[src/rtl/bit_mixer_pipe.sv]
// bit_mixer_pipe: W-bit two-operand bit mixer behind a STAGES-deep elastic pipeline.
// Optional even-parity sideband when BIT_MIXER_PARITY_EN is defined.
module bit_mixer_pipe #(
  parameter int W      = 8,
  parameter int STAGES = 2,
  parameter int CNT_W  = 16
) (
  input  logic             clk,
  input  logic             rst_n,
  input  logic             in_valid,
  output logic             in_ready,
  input  logic [W-1:0]     A,
  input  logic [W-1:0]     B,
  input  logic [1:0]       mode,
  output logic             out_valid,
  input  logic             out_ready,
  output logic [W-1:0]     C,
  output logic [CNT_W-1:0] word_cnt
`ifdef BIT_MIXER_PARITY_EN
  ,
  output logic             out_par
`endif
);

  typedef enum logic [1:0] {
    PASS   = 2'd0,
    ZIP_LO = 2'd1,
    ZIP_HI = 2'd2,
    REVX   = 2'd3
  } mode_e;

`ifdef BIT_MIXER_PARITY_EN
  localparam int DW = W + 1;
`else
  localparam int DW = W;
`endif

  logic [W-1:0]      mix_c;
  logic [DW-1:0]     ent_c;
  logic [STAGES-1:0] v_q;
  logic [STAGES-1:0] v_d;
  logic [DW-1:0]     dat_q [STAGES];
  logic [DW-1:0]     dat_d [STAGES];
  logic [STAGES-1:0] load_c;
  logic [STAGES-1:0] src_v_c;
  logic [DW-1:0]     src_d_c [STAGES];
  logic [CNT_W-1:0]  cnt_q;
  logic [CNT_W-1:0]  cnt_d;

  always_comb begin
    mix_c = A;
    unique case (mode_e'(mode))
      PASS: mix_c = A;
      ZIP_LO: begin
        for (int i = 0; i < W/2; i++) begin
          mix_c[2*i+1] = A[i];
          mix_c[2*i]   = B[i];
        end
      end
      ZIP_HI: begin
        for (int i = 0; i < W/2; i++) begin
          mix_c[2*i+1] = A[W/2+i];
          mix_c[2*i]   = B[W/2+i];
        end
      end
      REVX: begin
        for (int i = 0; i < W; i++) begin
          mix_c[i] = A[W-1-i] ^ B[i];
        end
      end
      default: mix_c = A;
    endcase
  end

`ifdef BIT_MIXER_PARITY_EN
  assign ent_c   = {^mix_c, mix_c};
  assign out_par = dat_q[STAGES-1][W];
`else
  assign ent_c = mix_c;
`endif

  // A stage may load when empty or when its own word moves on this cycle.
  always_comb begin
    load_c = '0;
    load_c[STAGES-1] = !v_q[STAGES-1] || out_ready;
    for (int k = STAGES-2; k >= 0; k--) begin
      load_c[k] = !v_q[k] || load_c[k+1];
    end
  end

  always_comb begin
    src_v_c    = '0;
    src_v_c[0] = in_valid;
    src_d_c[0] = ent_c;
    for (int k = 1; k < STAGES; k++) begin
      src_v_c[k] = v_q[k-1];
      src_d_c[k] = dat_q[k-1];
    end
  end

  // Data only loads alongside a valid word so C holds while empty.
  always_comb begin
    v_d = v_q;
    for (int k = 0; k < STAGES; k++) begin
      dat_d[k] = dat_q[k];
      if (load_c[k]) begin
        v_d[k] = src_v_c[k];
        if (src_v_c[k]) dat_d[k] = src_d_c[k];
      end
    end
    cnt_d = cnt_q;
    if (out_valid && out_ready) cnt_d = cnt_q + CNT_W'(1);
  end

  always_ff @(posedge clk or negedge rst_n) begin
    if (!rst_n) begin
      v_q   <= '0;
      cnt_q <= '0;
      for (int k = 0; k < STAGES; k++) dat_q[k] <= '0;
    end else begin
      v_q   <= v_d;
      cnt_q <= cnt_d;
      for (int k = 0; k < STAGES; k++) dat_q[k] <= dat_d[k];
    end
  end

  assign in_ready  = load_c[0];
  assign out_valid = v_q[STAGES-1];
  assign C         = dat_q[STAGES-1][W-1:0];
  assign word_cnt  = cnt_q;

endmodule

[config.mk]
export PLATFORM = sky130hd
export DESIGN_NAME = bit_mixer_pipe
export DESIGN_NICKNAME = d
export VERILOG_FILES = /design/src/rtl/bit_mixer_pipe.sv
export SDC_FILE = /design/constraint.sdc
export NUM_CORES = 1
export LEC_CHECK = 0
export CAP_MARGIN = 10
export CORE_MARGIN = 2
export CORE_UTILIZATION = 30
export CTS_BUF_LIST = sky130_fd_sc_hd__clkbuf_4 sky130_fd_sc_hd__clkbuf_8 sky130_fd_sc_hd__clkbuf_16
export DETAILED_ROUTE_END_ITERATION = 8
export PLACE_DENSITY_LB_ADDON = 0.1
export SLEW_MARGIN = 15
export SYNTH_ARGS = -nofsm -noshare
export SYNTH_HDL_FRONTEND = slang
export SYNTH_SLANG_ARGS = --single-unit
[constraint.sdc]
create_clock -name clk -period 1.6 [get_ports clk]
set_input_delay 0.32 -clock clk [delete_from_list [all_inputs] [get_ports clk]]
set_output_delay 0.32 -clock clk [all_outputs]
set_load 0.02 [all_outputs]
==> results.ini, run 1 <==
[status]
status=complete, no violations

[placement]
dp_hpwl_mm=2.61
gp_congestion=0.788
place_ws_ps=-319
port_buffers=47

[sta]
skew_ps=1.84
tightest_slew_ps=323
finalCriticalPeriod_ps=1550
slew_headroom=0.783
period_share=0.970
slew_violations=0
tns_ps=0
rsz0062_at_grt=false
finalWorstSetupSlack_ps=47.3
timing.final.hold_violations=0
timing.hold.ws_ps=404
clock.fmax_ghz=0.644
setup_viol=0

[critical_path]
r2r-start=word_cnt[4]
crit_fanout=2
startpoint_type=flop
r2r_setup_slack_ps=190
crit_family=buffers and inverters
end_kind=output port
arrival_ps=1230
crit_path_start=C[4]
ff2ff_path_depth=4
required_ps=1280
crit_slowest_cell=clkdlybuf4s50_1
critical_path_buf_inv_count=1
cp_slowest_stage_delay_ps=610
critPathKind=flop to output port
cp_cell_sequence=clkdlybuf4s50_1
r2r-end=word_cnt[15]

[detailed_routing]
ant_nets=0
first_pass_iters=4
vias=1232
drtIter0Drc=75
via_per_inst=4.65
drc_errors=0
wl_per_cell_um=12.4
wl_mm=3.30

[pwr]
p_leak_nw=1.17
vdd_drop_max_uv=487
power_density_nw_per_um2=1100

[global_route]
overflow=0
track_usage=0.116
grt_max_degree=35
grt_pass1_wl_mm=5.69
antenna_found_initial=0
grt_pass1_vias=1246

[finish]
synthToLayoutAreaGrowth_pct=40.6
drive_above_1_share=0.228
n_antenna_cell=0
layout.nets=216

[flow_run]
drv_cap=0

[synthesis]
post_synth_inst_count=134
synth_cell_type_count=27
syn_avg_cell_area_um2=12.9
yosysWarnings=0
synth_seq_cells=34
synth_area_um2=1720
syn_nets=157
synth.yosys.seq_area_share=0.493

[die]
initial_core_util=0.311
rows=27
die_h_um=79.8
design.die.area_um2=6370
core_um2=5540
die_w_um=79.8
io_pins=48

[clocking]
path_clk_slew_ps=60
cts_tree=built
cts_buffers=5
cts.sinks=34
worstSkewPairLatency_ps=280
root_buffer=clkbuf_8
ctsHtreeMaxLevel=2
clock_path_buffers=2

[worst_hold_path]
min-delay-path-class=input pin to async pin

-- state kept, by name (all words and copies together) (netlist names) --
| register | cells |
|---|---|
| v_q | 2 |
| C | 8 |
| word_cnt | 16 |
| dat_q | 8 |
-- stage by stage --
step                      area (um2)  total power, mW  cells   util
after global placement          2340             2.13    258  0.423
final                           2420             2.66    265  0.437
after floorplan                 1720             1.74    134      -
after detailed placement        2340             2.14    258  0.423
after global routing            2420             2.82    265  0.437
after CTS                       2400             2.70    265  0.434
-- power breakdown --
group	switching [mW]	leakage [nW]	internal [mW]	total, mW
logic	0.411	0.702	0.463	0.874
clock network	0.270	0.0452	0.333	0.603
registers	0.139	0.424	1.04	1.18
total	0.821	1.17	1.84	2.66
-- layout make-up --
type	count	area (um2)
fill	545	3120
sequential	34	851
clock buffer	7	83.8
timing repair buffer	63	603
tap	72	90.1
multi-input combinational	89	796
-- worst max-delay path by stage --
stage	endpoint	depth (start not counted)
after floorplan	dat_q[10]	4
after global placement	dat_q[11]	3
after detailed placement	dat_q[11]	3
after CTS	C[1]	1
after global routing	C[4]	1
final	C[4]	1
-- repair_timing --
action	in CTS	in global routing
hold buffers	0	0
gates resized for setup	19	9
setup endpoints to repair	21	13
setup buffers	0	0
-- synth_stat cells --
cell       number  area [um2]
buf_4           8        60.1
mux2i_1         1        10.0
mux4_1          5         131
nor4_1          1        6.26
nor2_1          4        15.0
buf_2           1        5.00
o2bb2ai_1       1        8.76
nand2_1        10        37.5
xnor2_1        11        96.3
nand3_1         8        40.0
o21ai_0         4        20.0
dfrtp_1        34         851
nand3b_1        1        7.51
a21o_1          1        7.51
nand2b_1        4        25.0
mux2_2         15         169
and4_1          1        8.76
and3_1          4        25.0
nor4b_4         1        23.8
buf_6           2        22.5
nor2b_1         1        6.26
nand4_1         2        12.5
mux4_2          1        22.5
a211oi_1        1        7.51
xor2_1         10        87.6
ha_1            1        12.5
a21oi_1         1        5.00
-- cell families after synthesis --
logic type	Yosys count	share of synthesized area
compound gates	8	0.0283
xor+xnor	21	0.107
fa+ha+maj	1	0.00726
buf+inv	11	0.0508
flops	34	0.493
mux	22	0.193
simple gates	37	0.120
-- placed cells by master, fill, tap and decap left out, types with 2 or more instances in the layout --
| cell | n |
|---|---|
| xnor2_1 | 11 |
| buf_4 | 14 |
| clkbuf_4 | 2 |
| mux2_2 | 15 |
| clkdlybuf4s50_1 | 24 |
| o21ai_0 | 4 |
| dlymetal6s2s_1 | 4 |
| buf_12 | 2 |
| mux4_1 | 5 |
| and3_1 | 4 |
| nand2b_1 | 4 |
| dfrtp_1 | 34 |
| nand4_1 | 2 |
| nand3_1 | 8 |
| xor2_1 | 10 |
| nor2_1 | 3 |
| nand2_1 | 9 |
| clkbuf_8 | 5 |
| dlygate4sd2_1 | 18 |
-- per-layer routing --
layer | vias to the layer above | wire (um) | GRT usage
met3 | 5 | 225 | 0.0373
met5 | - | 0 | 0
met2 | 42 | 1660 | 0.194
met1 | 601 | 1340 | 0.135
li1 | 584 | - | -
met4 | 0 | 68 | 0.0508
No activity file was read; power rests on OpenSTA's default activity.
==> run 2, diff against run 1 <==
--- a/config.mk
+++ b/config.mk
@@ -5,11 +5,12 @@
 export SDC_FILE = /design/constraint.sdc
 export NUM_CORES = 1
 export LEC_CHECK = 0
+export ABC_CLOCK_PERIOD_IN_PS = 1600
 export CAP_MARGIN = 10
-export CORE_MARGIN = 2
 export CORE_UTILIZATION = 30
 export CTS_BUF_LIST = sky130_fd_sc_hd__clkbuf_4 sky130_fd_sc_hd__clkbuf_8 sky130_fd_sc_hd__clkbuf_16
 export DETAILED_ROUTE_END_ITERATION = 8
+export GPL_TIMING_DRIVEN = 0
 export PLACE_DENSITY_LB_ADDON = 0.1
 export SLEW_MARGIN = 15
 export SYNTH_ARGS = -nofsm -noshare
==> results.ini, run 2 (same netlist as run 1, synthesis figures left out) <==
[sta]
clock.fmax_ghz=0.643
timing.hold.ws_ps=103
tns_ps=0
period_share=0.972
finalCriticalPeriod_ps=1550
rsz0062_at_grt=false
finalWorstSetupSlack_ps=45.1
slew_violations=0
timing.final.hold_violations=0
slew_headroom=0.500
tightest_slew_ps=750
setup_viol=0
skew_ps=5.24

[detailed_routing]
ant_nets=0
first_pass_iters=2
wl_mm=3.13
drc_errors=0
drtIter0Drc=48
vias=1191
via_per_inst=4.55
wl_per_cell_um=11.9

[finish]
final_cells=262
n_antenna_cell=0
mostFrequentLayoutCells=dfrtp_1, dlygate4sd2_1, clkdlybuf4s50_1
utilization=0.427
num-fill-cells=542
final_common_cell=dfrtp_1
synthToLayoutAreaGrowth_pct=36.5
finish.instance_area_um2=2350
largest_reg_flops=16
drive_above_1_share=0.221
layout.nets=212

[placement]
place_area_um2=2270
gp_congestion=0.788
port_buffers=46
dp.cells=252
place_ws_ps=-369
dp_hpwl_mm=2.43

[critical_path]
critPathKind=input pin to flop
cp_slowest_stage_delay_ps=490
crit_fanout=3
required_ps=1770
cp_cell_sequence=clkdlybuf4s50_1, xor2_1, mux4_1, mux2_2
r2r-start=word_cnt[0]
arrival_ps=1720
startpoint_type=input pin
crit_family=multiplexers
crit_slowest_cell=mux4_1
ff2ff_path_depth=5
r2r_setup_slack_ps=220
critical_path_buf_inv_count=1
r2r-end=word_cnt[6]
end_kind=flop

[worst_hold_path]
min-delay-path-class=input pin to async pin

[clocking]
ctsHtreeMaxLevel=2
clock_path_buffers=2
worstSkewPairLatency_ps=280
ctsHoldBuffers=0
cts.sinks=34
path_clk_slew_ps=60
cts_buffers=5
cts_tree=built
root_buffer=clkbuf_8

[pwr]
p_leak_nw=1.13
power_density_nw_per_um2=1140
vdd_drop_max_uv=501
fin_total_pwr_mw=2.69

[die]
io_pins=48
die_w_um=77.8
rows=27
die_h_um=77.8
initial_core_util=0.313
design.die.area_um2=6050
core_um2=5510

[global_route]
grt_pass1_wl_mm=5.43
grt_max_degree=35
overflow=0
track_usage=0.117
grt_pass1_vias=1179
antenna_found_initial=0

[flow_run]
drv_cap=0

[status]
status=complete, no violations

## run 2: cell count changes in the layout (fill, tap and decap cells not counted), moves of 2 or more
cell / before / now
dlygate4sd2_1: 18 / 25
clkdlybuf4s50_1: 24 / 18
buf_4: 14 / 11
dlymetal6s2s_1: 4 / 1
buf_12: 2 / 0
buf_2: 0 / 2
buf_6: 0 / 2
## run 2: how the worst max path moves through the flow
| stage | from | to | slack [ps] | cells past startpoint |
|---|---|---|---|---|
| after global routing | out_ready | in_ready | 2 | 3 |
| after global placement | rst_n | dat_q[8] | -510 | 1 |
| final | A[3] | dat_q[12] | 50 | 4 |
| after detailed placement | out_ready | in_ready | -370 | 3 |
| after floorplan | v_q[1] | dat_q[10] | 20 | 4 |
| after CTS | word_cnt[15] | word_cnt[15] | 7 | 1 |
## run 2: area by class of cell
| cell class | instances | area (um2) | area share |
|---|---|---|---|
| Buffer | 11 | 90.1 | 0.0383 |
| Clock buffer | 7 | 90.1 | 0.0383 |
| Clock inverter | 1 | 5.00 | 0.00213 |
| Multi-Input combinational cell | 89 | 791 | 0.336 |
| Sequential cell | 34 | 851 | 0.362 |
| Tap cell | 72 | 90.1 | 0.0383 |
| Timing Repair Buffer | 48 | 437 | 0.186 |
## run 2: where the power goes
group	total [mW]	internal [mW]	leakage, nW	switching [mW]
registers	1.17	1.04	0.424	0.132
logic	0.867	0.457	0.656	0.410
clock network	0.651	0.364	0.0517	0.287
total	2.69	1.86	1.13	0.829
## run 2: metal layers
layer  part of all wire  global-route usage
met4              0.020              0.0566
met5                  0                   0
met1               0.42               0.134
met3              0.050              0.0306
met2               0.51               0.203
## run 2: what timing repair did
action                     in CTS  in global routing
setup buffers                   0                  2
cloned                          0                  0
setup endpoints to repair      26                  8
gates resized for setup        29                  5
==> run 3, diff against run 2 <==
--- a/config.mk
+++ b/config.mk
@@ -6,7 +6,6 @@
 export NUM_CORES = 1
 export LEC_CHECK = 0
 export ABC_CLOCK_PERIOD_IN_PS = 1600
-export CAP_MARGIN = 10
 export CORE_UTILIZATION = 30
 export CTS_BUF_LIST = sky130_fd_sc_hd__clkbuf_4 sky130_fd_sc_hd__clkbuf_8 sky130_fd_sc_hd__clkbuf_16
 export DETAILED_ROUTE_END_ITERATION = 8
==> results of run 3 <==
The final DEF is identical to that of run 2; final timing and power are the same.
==> patch 1 (flow settings as in run 3) <==
The parameter `CNT_W` goes from 16 to 18.
--- a/src/rtl/bit_mixer_pipe.sv
+++ b/src/rtl/bit_mixer_pipe.sv
@@ -5,3 +5,3 @@
   parameter int STAGES = 2,
-  parameter int CNT_W  = 16
+  parameter int CNT_W  = 18
 ) (
Ports: changed (resized word_cnt); port bits go from 48 to 50. No check against the original RTL was run, so the function may have changed too.
==> patch 1 against run 3 <==
Sequential cell count up 2. Total power increased by 3.4%. Fmax down 1.3%. Wire length rose by 12%. Setup slack got worse by 21 ps. Design area grew 6.1%. Count of clock-buffer cells in the layout fell by 1. Utilization rose by 1.5 points. First-iteration DRC count grew 19%. Synthesized cell count rose by 13%. Synthesized area is 4.2% higher. Critical path type unchanged. Largest power group unchanged.
==> patch 1: results (changes against run 3) <==
metric,value,unit,change
status,completed,,unchanged
dpl cells,274,,was 252
hpwl dp,2770,um,was 2430 um
synth top area cells,"dfrtp_1 50%, xnor2_1 8.3%, mux2_2 7.5%",,"was dfrtp_1 49%, mux2_2 9.8%, mux4_1 7.6%"
metal2 WL,1730,um,was 1590 um
placed cell areas,2390,sq um,was 2270 sq um
GRT met1 Usage,14.4,%,was 13.4%
Yosys cell types,29,,was 27
First DRT Iteration DRCs,57,,was 48
Post-Syn Nets,175,,was 157
Placer Congestion,0.793,,was 0.788
Layout fillers,547,,was 542
worst-margin pin slew,336,ps,was 750 ps
Vias/cell,4.51,,was 4.55
crit path DAT,1750,ps,was 1720 ps
Layout Cells excl Fill,285,,was 262
Leakage,1.22,nW,was 1.13 nW
met2 Use GR,21.6,%,was 20.3%
Max stage delay on crit path,500,ps,
DRT met1 WL,1510,um,was 1320 um
largest net degree at the start of global routing,28,,was 35
GRT Total Usage,12.5,%,was 11.7%
vias in the first global route,1331,,was 1179
sequential share of the synthesized area,50.1,%,was 49.3%
Max VDD drop,0.000449,V,was 0.000501 V
clock skew,5.95,ps,was 5.24 ps
met3 WL post-DR,207,um,was 156 um
leading cell types by count after synthesis,"36 x dfrtp_1, 17 x xnor2_1, 16 x nand2_1, 12 x mux2_2, 9 x buf_4",,"was 34 x dfrtp_1, 15 x mux2_2, 11 x xnor2_1, 10 x nand2_1, 10 x xor2_1"
share of cells above drive strength 1,22.1,%,about the same
first-pass detailed-route iteration total,4,,was 2
slowest cell on the critical path,clkdlybuf4s50_1,,was mux4_1
first-pass GRT wire length,5960,um,was 5430 um
dpl ws,-477,ps,was -369 ps
port buffer count,49,,was 46
worst-path maximum fanout,10,,was 3
max FFs per register,18,,was 16
Cells after Synth,152,,was 134
Final #Nets,235,,was 212
GRT met3 Usage,3.54,%,was 3.06%
## patch 1: timing repair
action,CTS,global route
hold endpoints to repair,9,0
pin swaps,0,1
hold buffers,1,0
setup endpoints to repair,34,5
buffers inserted,2,0
gates resized for setup,29,4
## patch 1: worst paths after layout
path | from | to | slack, ps | cells after the start
min in group clk | word_cnt[17] | word_cnt[17] | 470 | 1
hold / removal | rst_n | word_cnt[1] | 440 | 2
max in group asynchronous | rst_n | word_cnt[12] | 750 | 3
hold reg to reg | word_cnt[17] | word_cnt[17] | 470 | 1
setup / recovery | mode[1] | dat_q[12] | 20 | 4
setup reg to reg | word_cnt[0] | word_cnt[12] | 170 | 5
## patch 1: cell families after synthesis
logic type	after synthesis	share of synthesized area, %
xor gates and xnor gates	25	12.2
AOI/OAI and AO/OA	13	3.97
DFF	36	50.1
and+or+nand+nor	43	14.0
adders and majority gates	1	0.696
buffers and inverters	14	4.94
muxes	20	14.1
## patch 1: area by class of cell
| class | count | area, sq um | area share (%) |
|---|---|---|---|
| inverter | 3 | 11.3 | 0.451 |
| sequential | 36 | 902 | 36.1 |
| clock buffer | 6 | 82.6 | 3.31 |
| clock inverter | 2 | 10.0 | 0.401 |
| multi-input combinational | 102 | 818 | 32.8 |
| tap | 72 | 90.1 | 3.61 |
| timing repair buffer | 53 | 498 | 19.9 |
| buffer | 11 | 83.8 | 3.36 |
## patch 1: report_power, final
group          switching (mW)  internal [mW]  total, mW
registers               0.162           1.09       1.25
logic                   0.432          0.449      0.881
clock network           0.310          0.343      0.653
## patch 1: worst max-delay path: cells and delay by family
kind	cells	cell delay, ps
muxes	2	770
buffers and inverters	2	660
==> patch 2 (settings of run 3) <==
Made on the original files. Reset style: synchronous (`rst_n`), changed in one clocked block.
--- a/src/rtl/bit_mixer_pipe.sv
+++ b/src/rtl/bit_mixer_pipe.sv
@@ -114,3 +114,3 @@
 
-  always_ff @(posedge clk or negedge rst_n) begin
+  always_ff @(posedge clk) begin
     if (!rst_n) begin
Function: differs if rst_n is asserted again (counterexample within 4 cycles, from zero or initial values and one cycle with rst_n low); with rst_n held inactive, the same outputs for 10 cycles.
==> patch 2 against run 3 <==
Wire length increased by 18%. Worst hold slack better by 250 ps. Design area decreased by 1.1%. Setup slack improved by 67 ps. Synthesized area decreased by 2.1%. Sequential cell count is the same. First-iteration DRC count up 10%. Via count increased by 18%. Critical path type is now flip-flop to flip-flop. Highest routed layer unchanged.
Power is not compared: it rests on default switching activity, and its combinational part moved more than twofold at a synthesized area within 25%.
==> patch 2: results (changes against run 3) <==
metric,value,unit,change
status,completed,,unchanged
Max stage delay on crit path,460,ps,was 490 ps
first-pass GRT wire length,6220,um,was 5430 um
port buffer count,44,,was 46
crit path DAT,1700,ps,was 1720 ps
FF-to-FF path depth,4,,was 5
worst-path maximum fanout,4,,was 3
hold_sp,out_ready,,
Max transition margin,58.5,%,was 50.0%
number of CTS-inserted buffers,5,,unchanged
Leakage,1.12,nW,
sequential share of the synthesized area,40.3,%,was 49.3%
largest net degree at the start of global routing,11,,was 35
Final #Nets,258,,was 212
Flop pwr share,47.6,%,
share of cells above drive strength 1,16.5,%,was 22.1%
vias in the first global route,1298,,was 1179
"Reg clk slew, reported paths",70,ps,
slowest cell on the critical path,or4_1,,was mux4_1
Post-Syn Nets,207,,was 157
Layout fillers,551,,was 542
First DRT Iteration DRCs,53,,was 48
Placer Congestion,0.751,,was 0.788
hold endpoint,word_cnt[1],,
worst hold-check path type,primary input to flip-flop,,was primary input to async pin
dpl ws,-457,ps,was -369 ps
ys async rst share,0,%,was 100%
clk buf depth,2,,unchanged
clock skew,2.29,ps,was 5.24 ps
worst r2r src,word_cnt[5],,was word_cnt[0]
initial antenna violation count,0,,unchanged
Yosys cell types,36,,was 27
root buf cell,clkbuf_8,,unchanged
placed cell areas,2220,sq um,was 2270 sq um
uppermost layer routed,met4,,unchanged
GRT met3 Usage,3.10,%,was 3.06%
sw frac,23.4,%,
Worst-Skew Late Latency,280,ps,about the same
CTS H-Tree Depth,2,,unchanged
Max VDD drop,0.000345,V,
first-pass detailed-route iteration total,4,,was 2
WHS Path Cells,3,,
Avg WL per Cell,12.1,um,was 11.9 um
Critical R2R Capture,word_cnt[15],,was word_cnt[6]
GRT Total Usage,13.3,%,was 11.7%
synth top area cells,"dfxtp_1 40%, mux4_2 8.0%, xor2_1 7.3%",,"was dfrtp_1 49%, mux2_2 9.8%, mux4_1 7.6%"
clock power share,39.9,%,
GRT met1 Usage,17.3,%,was 13.4%
met2 Use GR,20.9,%,was 20.3%
synth warn,0,,unchanged
n_diodes,0,,unchanged
Synth Flop Type,dfxtp_1,,was dfrtp_1
DRT met1 WL,1830,um,was 1320 um
metal2 WL,1640,um,was 1590 um
hpwl dp,2780,um,was 2430 um
Vias,1411,,was 1191
met3 WL post-DR,164,um,was 156 um
R2R Setup Slk,110,ps,was 220 ps
leading cell types by count after synthesis,"34 x dfxtp_1, 25 x nor2_1, 16 x a21oi_1, 14 x nand2_1, 14 x xor2_1",,"was 34 x dfrtp_1, 15 x mux2_2, 11 x xnor2_1, 10 x nand2_1, 10 x xor2_1"
[patch 2: kinds of logic after synthesis]
group                      after synthesis  synth area share [%]
DFF                                     34                  40.3
and+or+nand+nor                         65                  19.9
xor gates and xnor gates                15                  7.78
muxes                                   15                  13.3
AOI/OAI and AO/OA                       32                  10.5
adders and majority gates                1                 0.741
buffers and inverters                   22                  7.41
[patch 2: what timing repair did]
item / 4_1_cts / 5_1_grt
gates resized for setup: 23 / 14
setup buffers: 0 / 0
endpoints found under the setup margin: 33 / 19
[patch 2: per-stage QoR]
stage	total power, mW	hold WS (ps)	std cells
final	1.87	356	306
after global routing	1.95	370	306
after CTS	1.89	346	306
after detailed placement	1.15	447	298
after global placement	1.15	442	298
after floorplan	1.05	431	184
[patch 2: worst max-delay path: cells and delay by family (launching register included)]
| family | cells | cell delay, ps |
|---|---|---|
| AND/OR/NAND/NOR | 3 | 820 |
| flip-flops | 1 | 450 |
| AO/OA/AOI/OAI | 1 | 150 |
[patch 2: how the worst max path moves through the flow]
| stage | startpoint | to | slack, ps | depth (start not counted) |
|---|---|---|---|---|
| finish | word_cnt[5] | word_cnt[15] | 110 | 4 |
| global route | word_cnt[1] | word_cnt[12] | 5 | 4 |
| CTS | word_cnt[14] | word_cnt[14] | 6 | 1 |
| detailed placement | rst_n | dat_q[0][8] | -460 | 5 |
| global placement | rst_n | dat_q[0][8] | -440 | 5 |
| floorplan | v_q[1] | word_cnt[15] | 5 | 5 |
[patch 2: final cells by class]
class | instances | area [sq um] | share of cell area, %
multi-input combinational | 128 | 888 | 38.2
sequential | 34 | 688 | 29.6
timing repair buffer | 44 | 427 | 18.3
clock buffer | 8 | 110 | 4.73
buffer | 16 | 105 | 4.51
tap | 70 | 87.6 | 3.76
inverter | 6 | 22.5 | 0.967
